==> src/rtl/fpu_pkg.sv <==
// Shared types and widths for the fpu front-end sequencer.
// A word is {sign, exp, mant}.
package fpu_pkg;

  localparam int FP_W     = 32;
  localparam int EXP_W    = 7;
  localparam int MANT_W   = 24;
  localparam int STATUS_W = 4;
  localparam int PAIR_W   = 2 * FP_W;

  typedef struct packed {
    logic              sign;
    logic [EXP_W-1:0]  exp;
    logic [MANT_W-1:0] mant;
  } fp_t;

  typedef enum logic [1:0] {
    IDLE,
    LAUNCH,
    WAIT,
    HOLD
  } seq_state_t;

  function automatic logic [PAIR_W-1:0] pack_pair(input fp_t a, input fp_t b);
    return {a, b};
  endfunction

endpackage

==> src/rtl/fpu_op_sequencer_if.sv <==
// Operand stream, fpu launch/capture and result stream of the sequencer.
// slave is the sequencer side; master is the surrounding system (producer, fpu, consumer).
interface fpu_op_sequencer_if;
  import fpu_pkg::*;

  logic                in_valid;
  logic                in_ready;
  fp_t                 in_op_a;
  fp_t                 in_op_b;
  logic                fpu_start;
  fp_t                 fpu_op_a;
  fp_t                 fpu_op_b;
  fp_t                 fpu_data;
  logic [STATUS_W-1:0] fpu_status;
  logic                res_valid;
  logic                res_ready;
  fp_t                 res_data;
  logic [STATUS_W-1:0] res_status;
  logic                busy;

  modport slave (
    input  in_valid, in_op_a, in_op_b, fpu_data, fpu_status, res_ready,
    output in_ready, fpu_start, fpu_op_a, fpu_op_b, res_valid, res_data, res_status, busy
  );

  modport master (
    output in_valid, in_op_a, in_op_b, fpu_data, fpu_status, res_ready,
    input  in_ready, fpu_start, fpu_op_a, fpu_op_b, res_valid, res_data, res_status, busy
  );

endinterface

==> src/rtl/fpu_operand_fifo.sv <==
// Operand-pair FIFO with show-ahead read data; DEPTH must be a power of two
// so the pointers wrap on their own.
module fpu_operand_fifo #(
  parameter int WIDTH = 64,
  parameter int DEPTH = 4
) (
  input  logic                       clock,
  input  logic                       reset,
  input  logic                       wr_en,
  input  logic [WIDTH-1:0]           wr_data,
  input  logic                       rd_en,
  output logic [WIDTH-1:0]           rd_data,
  output logic                       full,
  output logic                       empty,
  output logic [$clog2(DEPTH):0]     count
);

  localparam int AW = $clog2(DEPTH);
  localparam logic [AW:0] FULL_CNT = (AW+1)'(DEPTH);

  logic [WIDTH-1:0] mem [DEPTH];
  logic [AW-1:0]    wr_ptr;
  logic [AW-1:0]    rd_ptr;
  logic             do_wr;
  logic             do_rd;

  assign full    = (count == FULL_CNT);
  assign empty   = (count == '0);
  assign do_wr   = wr_en && !full;
  assign do_rd   = rd_en && !empty;
  assign rd_data = mem[rd_ptr];

  always_ff @(posedge clock) begin
    if (do_wr) mem[wr_ptr] <= wr_data;
  end

  always_ff @(posedge clock or negedge reset) begin
    if (!reset) begin
      wr_ptr <= '0;
      rd_ptr <= '0;
      count  <= '0;
    end else begin
      if (do_wr) wr_ptr <= wr_ptr + 1'b1;
      if (do_rd) rd_ptr <= rd_ptr + 1'b1;
      case ({do_wr, do_rd})
        2'b10:   count <= count + 1'b1;
        2'b01:   count <= count - 1'b1;
        default: ;
      endcase
    end
  end

endmodule

==> src/rtl/fpu_op_sequencer.sv <==
// Front-end sequencer for the fpu adder: buffers operand pairs, launches one
// operation at a time, waits a fixed latency and holds the result for handoff.
module fpu_op_sequencer
  import fpu_pkg::*;
#(
  parameter int FIFO_DEPTH  = 4,
  parameter int FPU_LATENCY = 64
) (
  input logic               clock,
  input logic               reset,
  fpu_op_sequencer_if.slave io
);

  localparam int CNT_W = $clog2(FPU_LATENCY + 1);
  localparam int CW    = $clog2(FIFO_DEPTH) + 1;

  seq_state_t          state;
  logic [CNT_W-1:0]    cnt;
  logic [PAIR_W-1:0]   head;
  logic                full;
  logic                empty;
  logic [CW-1:0]       count;
  logic                pop;

  logic                start_p0;
  fp_t                 op_a_p0;
  fp_t                 op_b_p0;
  logic                vld_p1;
  fp_t                 res_data_p1;
  logic [STATUS_W-1:0] res_status_p1;

  assign pop = (state == IDLE) && !empty;

  fpu_operand_fifo #(
    .WIDTH (PAIR_W),
    .DEPTH (FIFO_DEPTH)
  ) u_fifo (
    .clock   (clock),
    .reset   (reset),
    .wr_en   (io.in_valid),
    .wr_data (pack_pair(io.in_op_a, io.in_op_b)),
    .rd_en   (pop),
    .rd_data (head),
    .full    (full),
    .empty   (empty),
    .count   (count)
  );

  always_ff @(posedge clock or negedge reset) begin
    if (!reset) begin
      state         <= IDLE;
      cnt           <= '0;
      start_p0      <= 1'b0;
      op_a_p0       <= '0;
      op_b_p0       <= '0;
      vld_p1        <= 1'b0;
      res_data_p1   <= '0;
      res_status_p1 <= '0;
    end else begin
      start_p0 <= 1'b0;
      unique case (state)
        // launch: operands stay on the fpu inputs until the next launch
        IDLE: begin
          if (pop) begin
            op_a_p0  <= fp_t'(head[PAIR_W-1:FP_W]);
            op_b_p0  <= fp_t'(head[FP_W-1:0]);
            start_p0 <= 1'b1;
            state    <= LAUNCH;
          end
        end
        LAUNCH: begin
          cnt   <= CNT_W'(FPU_LATENCY - 1);
          state <= WAIT;
        end
        // capture: fpu outputs are stable once the counter has run out
        WAIT: begin
          if (cnt == '0) begin
            res_data_p1   <= io.fpu_data;
            res_status_p1 <= io.fpu_status;
            vld_p1        <= 1'b1;
            state         <= HOLD;
          end else begin
            cnt <= cnt - 1'b1;
          end
        end
        HOLD: begin
          if (io.res_ready) begin
            vld_p1 <= 1'b0;
            state  <= IDLE;
          end
        end
        default: state <= IDLE;
      endcase
    end
  end

  assign io.in_ready   = !full;
  assign io.fpu_start  = start_p0;
  assign io.fpu_op_a   = op_a_p0;
  assign io.fpu_op_b   = op_b_p0;
  assign io.res_valid  = vld_p1;
  assign io.res_data   = res_data_p1;
  assign io.res_status = res_status_p1;
  assign io.busy       = (state != IDLE) || (count != '0);

endmodule

==> src/flat_wrapper.sv <==
// flat-port wrapper written by rule: the top's interface ports become plain ports
module fpu_op_sequencer_flat import fpu_pkg::*;
#(
  parameter int FIFO_DEPTH  = 4,
  parameter int FPU_LATENCY = 64
)
  (clock, reset, io_in_valid, io_in_op_a, io_in_op_b, io_fpu_data, io_fpu_status, io_res_ready, io_in_ready, io_fpu_start, io_fpu_op_a, io_fpu_op_b, io_res_valid, io_res_data, io_res_status, io_busy);
  fpu_op_sequencer_if io_i ();
  input logic clock;
  input logic reset;
  input wire logic [$bits(io_i.in_valid)-1:0] io_in_valid;
  input wire logic [$bits(io_i.in_op_a)-1:0] io_in_op_a;
  input wire logic [$bits(io_i.in_op_b)-1:0] io_in_op_b;
  input wire logic [$bits(io_i.fpu_data)-1:0] io_fpu_data;
  input wire logic [$bits(io_i.fpu_status)-1:0] io_fpu_status;
  input wire logic [$bits(io_i.res_ready)-1:0] io_res_ready;
  output wire logic [$bits(io_i.in_ready)-1:0] io_in_ready;
  output wire logic [$bits(io_i.fpu_start)-1:0] io_fpu_start;
  output wire logic [$bits(io_i.fpu_op_a)-1:0] io_fpu_op_a;
  output wire logic [$bits(io_i.fpu_op_b)-1:0] io_fpu_op_b;
  output wire logic [$bits(io_i.res_valid)-1:0] io_res_valid;
  output wire logic [$bits(io_i.res_data)-1:0] io_res_data;
  output wire logic [$bits(io_i.res_status)-1:0] io_res_status;
  output wire logic [$bits(io_i.busy)-1:0] io_busy;
  assign io_i.in_valid = io_in_valid;
  assign io_i.in_op_a = io_in_op_a;
  assign io_i.in_op_b = io_in_op_b;
  assign io_i.fpu_data = io_fpu_data;
  assign io_i.fpu_status = io_fpu_status;
  assign io_i.res_ready = io_res_ready;
  assign io_in_ready = io_i.in_ready;
  assign io_fpu_start = io_i.fpu_start;
  assign io_fpu_op_a = io_i.fpu_op_a;
  assign io_fpu_op_b = io_i.fpu_op_b;
  assign io_res_valid = io_i.res_valid;
  assign io_res_data = io_i.res_data;
  assign io_res_status = io_i.res_status;
  assign io_busy = io_i.busy;
  fpu_op_sequencer #(.FIFO_DEPTH(FIFO_DEPTH), .FPU_LATENCY(FPU_LATENCY)) u_core (.clock(clock), .reset(reset), .io(io_i));
endmodule
==> config.mk <==
export PLATFORM = sky130hd
export DESIGN_NAME = fpu_op_sequencer_flat
export DESIGN_NICKNAME = d
export VERILOG_FILES = /design/src/rtl/fpu_pkg.sv /design/src/rtl/fpu_op_sequencer_if.sv /design/src/rtl/fpu_operand_fifo.sv /design/src/rtl/fpu_op_sequencer.sv /design/src/flat_wrapper.sv
export SDC_FILE = /design/constraint.sdc
export NUM_CORES = 1
export LEC_CHECK = 0
export CELL_PAD_IN_SITES_DETAIL_PLACEMENT = 2
export CELL_PAD_IN_SITES_GLOBAL_PLACEMENT = 2
export CORE_UTILIZATION = 44
export CTS_CLUSTER_SIZE = 25
export DETAILED_ROUTE_END_ITERATION = 10
export PLACE_DENSITY = 0.92
export SYNTH_ARGS = -nofsm -noshare
export SYNTH_HDL_FRONTEND = slang
export SYNTH_HIERARCHICAL = 1
export SYNTH_SLANG_ARGS = --single-unit
==> constraint.sdc <==
create_clock -name clock -period 5.6 [get_ports clock]
set_clock_uncertainty 0.15 [all_clocks]
set_input_delay 0.84 -clock clock [delete_from_list [all_inputs] [get_ports clock]]
set_output_delay 0.84 -clock clock [all_outputs]
set_load 0.02 [all_outputs]
==> flow_summary.yaml <==
clock_tree:
  clkLatencyLatePin_ns: 0.54
  clk_pin_slew_worst_paths_ns: 0.06
  cts_tree: "yes"
  cts_resized: 0
  postCtsSetupRepairBufs: 0
  cts_buffers: 41
  cts_sinks: 374
  ctsHoldBuffers: 0
  root_buffer: "clkbuf_16"
  cts_buffer_depth: 3
  htreeDepth: 2
pwr:
  cellLeakagePower_uw: 0.006449
  power_density_nw_per_um2: 379.0
  ir_drop_mv: 0.3126
timing:
  relSlewSlack: 0.2757
  setup-tns-final_ns: 0
  setup_violations: 0
  rsz0062_at_grt: "no"
  setup_ws_ns: 2.152
  maxSlewViolCount: 0
  fmax_mhz: 290.0
  worst_slew_pin_slew_ns: 1.086
  post-route-min-period_ns: 3.448
  final-hold-violation-count: 0
  finalCritPeriodShare: 0.6157
drt:
  dr.first_iter.drc_count: 339
  firstDrtPassIters: 4
  vias: 6984
  via_per_inst: 5.319
  finalWirelength_um: 33730
  drcViolationCount: 0
  drtAntennaViolNets: 0
  wire_per_inst_um: 25.69
critical_path:
  worstPathCellList: "inv_1 > ha_1 > or4b_2 > clkdlybuf4s50_1"
  max_stage_delay_ns: 0.59
  worstSetupEndpointType: "primary output"
  critPathSlowestCell: "or4b_2"
  cp-start-kind: "flop"
  critical_path_class: "flop to primary output"
  worstPathRequired_ns: 4.61
  cp_max_fo: 4
  crit_arrival_ns: 2.46
layout:
  multi_input_area_um2: 3213
  final_cells: 1313
  ff_latch_area_um2: 10650
  final_cell_area_um2: 17790
  diodes: 0
  fill_cells: 2597
  final_util: 0.5654
  layout-drive-gt1-share: 0.2722
  nets: 996
  syn2layout_area_growth_pct: 26.60
grt:
  grt-ovfl-total: 0
  grt_pass1_vias: 8185
  antenna_found_initial: 0
  grt_pass1_wl_um: 51040
  track_usage: 0.2122
  grt_max_degree: 76
synthesis:
  ys_seq_area_frac: 0.7570
  ys_ff_latch: 374
  syn-num-nets: 768
  ys_async_sr_fraction: 0.3155
  synth-edff-count: 256
  synth_cell_types: 44
  synthFlopType: "edfxtp_1"
  synth_cells: 651
  synth_area_um2: 14060
  synth_warnings: 6
  syn_avg_cell_area_um2: 21.59
placement:
  io_buffers: 207
  place_ws_ns: 2.430
  gp_congestion: 0.7085
  dpl.hpwl_um: 20840
  dpl_cell_area_um2: 16500
  dp.cells: 1238
floorplanning:
  num_rows: 65
  die_y_um: 180.7
  core_area_um2: 31470
  die_w_um: 180.7
  boundaryPins: 208
  start_util: 0.4466
  die_area_um2: 32660
hold_path:
  worstHoldPathType: "primary input to async pin"
run:
  max_cap_violations: 0
status:
  status: "complete, no violations"
==> sequential cells by signal, indices dropped and copies added (netlist names) <==
register	cells
u_core/io.res_data	32
u_core/u_fifo/rd_ptr	2
u_core/io.fpu_start	1
u_core/cnt	7
u_core/u_fifo/count	3
u_core/io.res_status	4
u_core/io.fpu_op_b	32
u_core/io.fpu_op_a	32
u_core/io.res_valid	1
u_core/u_fifo/wr_ptr	2
u_core/state	2
u_core/u_fifo/mem	256
==> path summary, 6_finish.rpt <==
path	start	endpoint	slack, ns	cells after the start
hold / removal	reset	u_core/cnt[5]	0.20	1
hold reg to reg	u_core/io.fpu_op_a[27]	u_core/io.fpu_op_a[27]	0.35	1
setup / recovery	u_core/state[0]	io_busy	2.15	4
min in group clock	u_core/io.fpu_op_a[27]	u_core/io.fpu_op_a[27]	0.35	1
max in group asynchronous	reset	u_core/io.fpu_op_a[18]	3.97	2
setup reg to reg	u_core/u_fifo/rd_ptr[0]	u_core/io.fpu_op_a[5]	2.81	3
==> cell families (layout without fill, tap and decap cells) <==
| logic type | count (synthesis) | count (layout) | share of synthesized area |
|---|---|---|---|
| DFF | 374 | 374 | 0.7570 |
| muxes | 166 | 166 | 0.1845 |
| buffers and inverters | 37 | 297 | 0.01567 |
| and+or+nand+nor | 35 | 35 | 0.01674 |
| AOI/OAI and AO/OA | 19 | 19 | 0.009614 |
| adders and majority gates | 13 | 13 | 0.01211 |
| xor gates and xnor gates | 7 | 7 | 0.004362 |
==> synth_stat cells (2+ instances only) <==
| library cell | number | share of area |
|---|---|---|
| a21oi_1 | 2 | 0.00071 |
| a22oi_1 | 2 | 0.0011 |
| and2_1 | 4 | 0.0018 |
| buf_2 | 11 | 0.0039 |
| buf_4 | 2 | 0.0011 |
| buf_6 | 8 | 0.0064 |
| clkbuf_1 | 3 | 0.00080 |
| dfrtp_1 | 118 | 0.21 |
| edfxtp_1 | 256 | 0.55 |
| ha_1 | 12 | 0.011 |
| inv_1 | 12 | 0.0032 |
| mux2_2 | 101 | 0.081 |
| mux4_2 | 64 | 0.10 |
| nand2_1 | 5 | 0.0013 |
| nor2_1 | 8 | 0.0021 |
| nor3_1 | 2 | 0.00071 |
| o21ai_0 | 6 | 0.0021 |
| o31ai_1 | 2 | 0.0011 |
| or2_2 | 2 | 0.00089 |
| or3_1 | 2 | 0.00089 |
| xnor2_1 | 3 | 0.0019 |
| xor2_1 | 4 | 0.0025 |
==> worst max-delay path: cells and delay by family, from the launching register on <==
family / cells / cell delay, ns
fa+ha+maj: 1 / 0.21
simple gates: 1 / 0.59
flops: 1 / 0.40
buf+inv: 2 / 0.73
==> power breakdown <==
| part | internal [uW] | total (uW) | switching (uW) |
|---|---|---|---|
| Sequential | 3420 | 3560 | 134 |
| Combinational | 233 | 626 | 393 |
| Clock | 1480 | 2560 | 1080 |
| Total | 5140 | 6740 | 1610 |
==> per-stage QoR <==
stage / total power [uW] / hold WS [ns]
6_report: 6744 / 0.2027
5_1_grt: 6979 / 0.2398
4_1_cts: 6836 / 0.2424
3_5_place_dp: 4254 / 0.3471
3_3_place_gp: 4149 / 0.3358
2_1_floorplan: 3881 / 0.3238
==> placed cells by master, fill, tap and decap left out, drive strengths merged <==
cell type	n
a21o	1
a21oi	2
a22o	1
a22oi	2
a31oi	1
a32oi	1
and2	4
buf	4
bufinv	1
clkbuf	54
clkdlybuf4s50	206
clkinv	17
clkinvlp	2
dfrtp	118
edfxtp	256
fa	1
ha	12
inv	13
mux2	102
mux4	64
nand2	6
nand2b	1
nand3	1
nor2	8
nor2b	2
nor3	2
nor3b	2
nor4	1
nor4b	1
o21ai	7
o221ai	1
o31a	1
o31ai	2
or2	2
or2b	1
or3	2
or4b	2
xnor2	3
xor2	4
==> cell type report <==
class	instances	share of cell area
multi-input cells	240	0.1806
repair buffers	210	0.1178
inverters	12	0.002531
flip-flops and latches	374	0.5984
well taps	402	0.02827
clock inverters	21	0.008649
clock buffers	54	0.06384
==> per-layer routing <==
layer,vias to the layer above,wire length (um),track usage
li1,3034,-,-
met1,3673,13000,0.2522
met2,227,18310,0.3893
met3,50,1785,0.04757
met4,0,629,0.05128
met5,-,0,0
No activity file was read; power rests on OpenSTA's default activity.
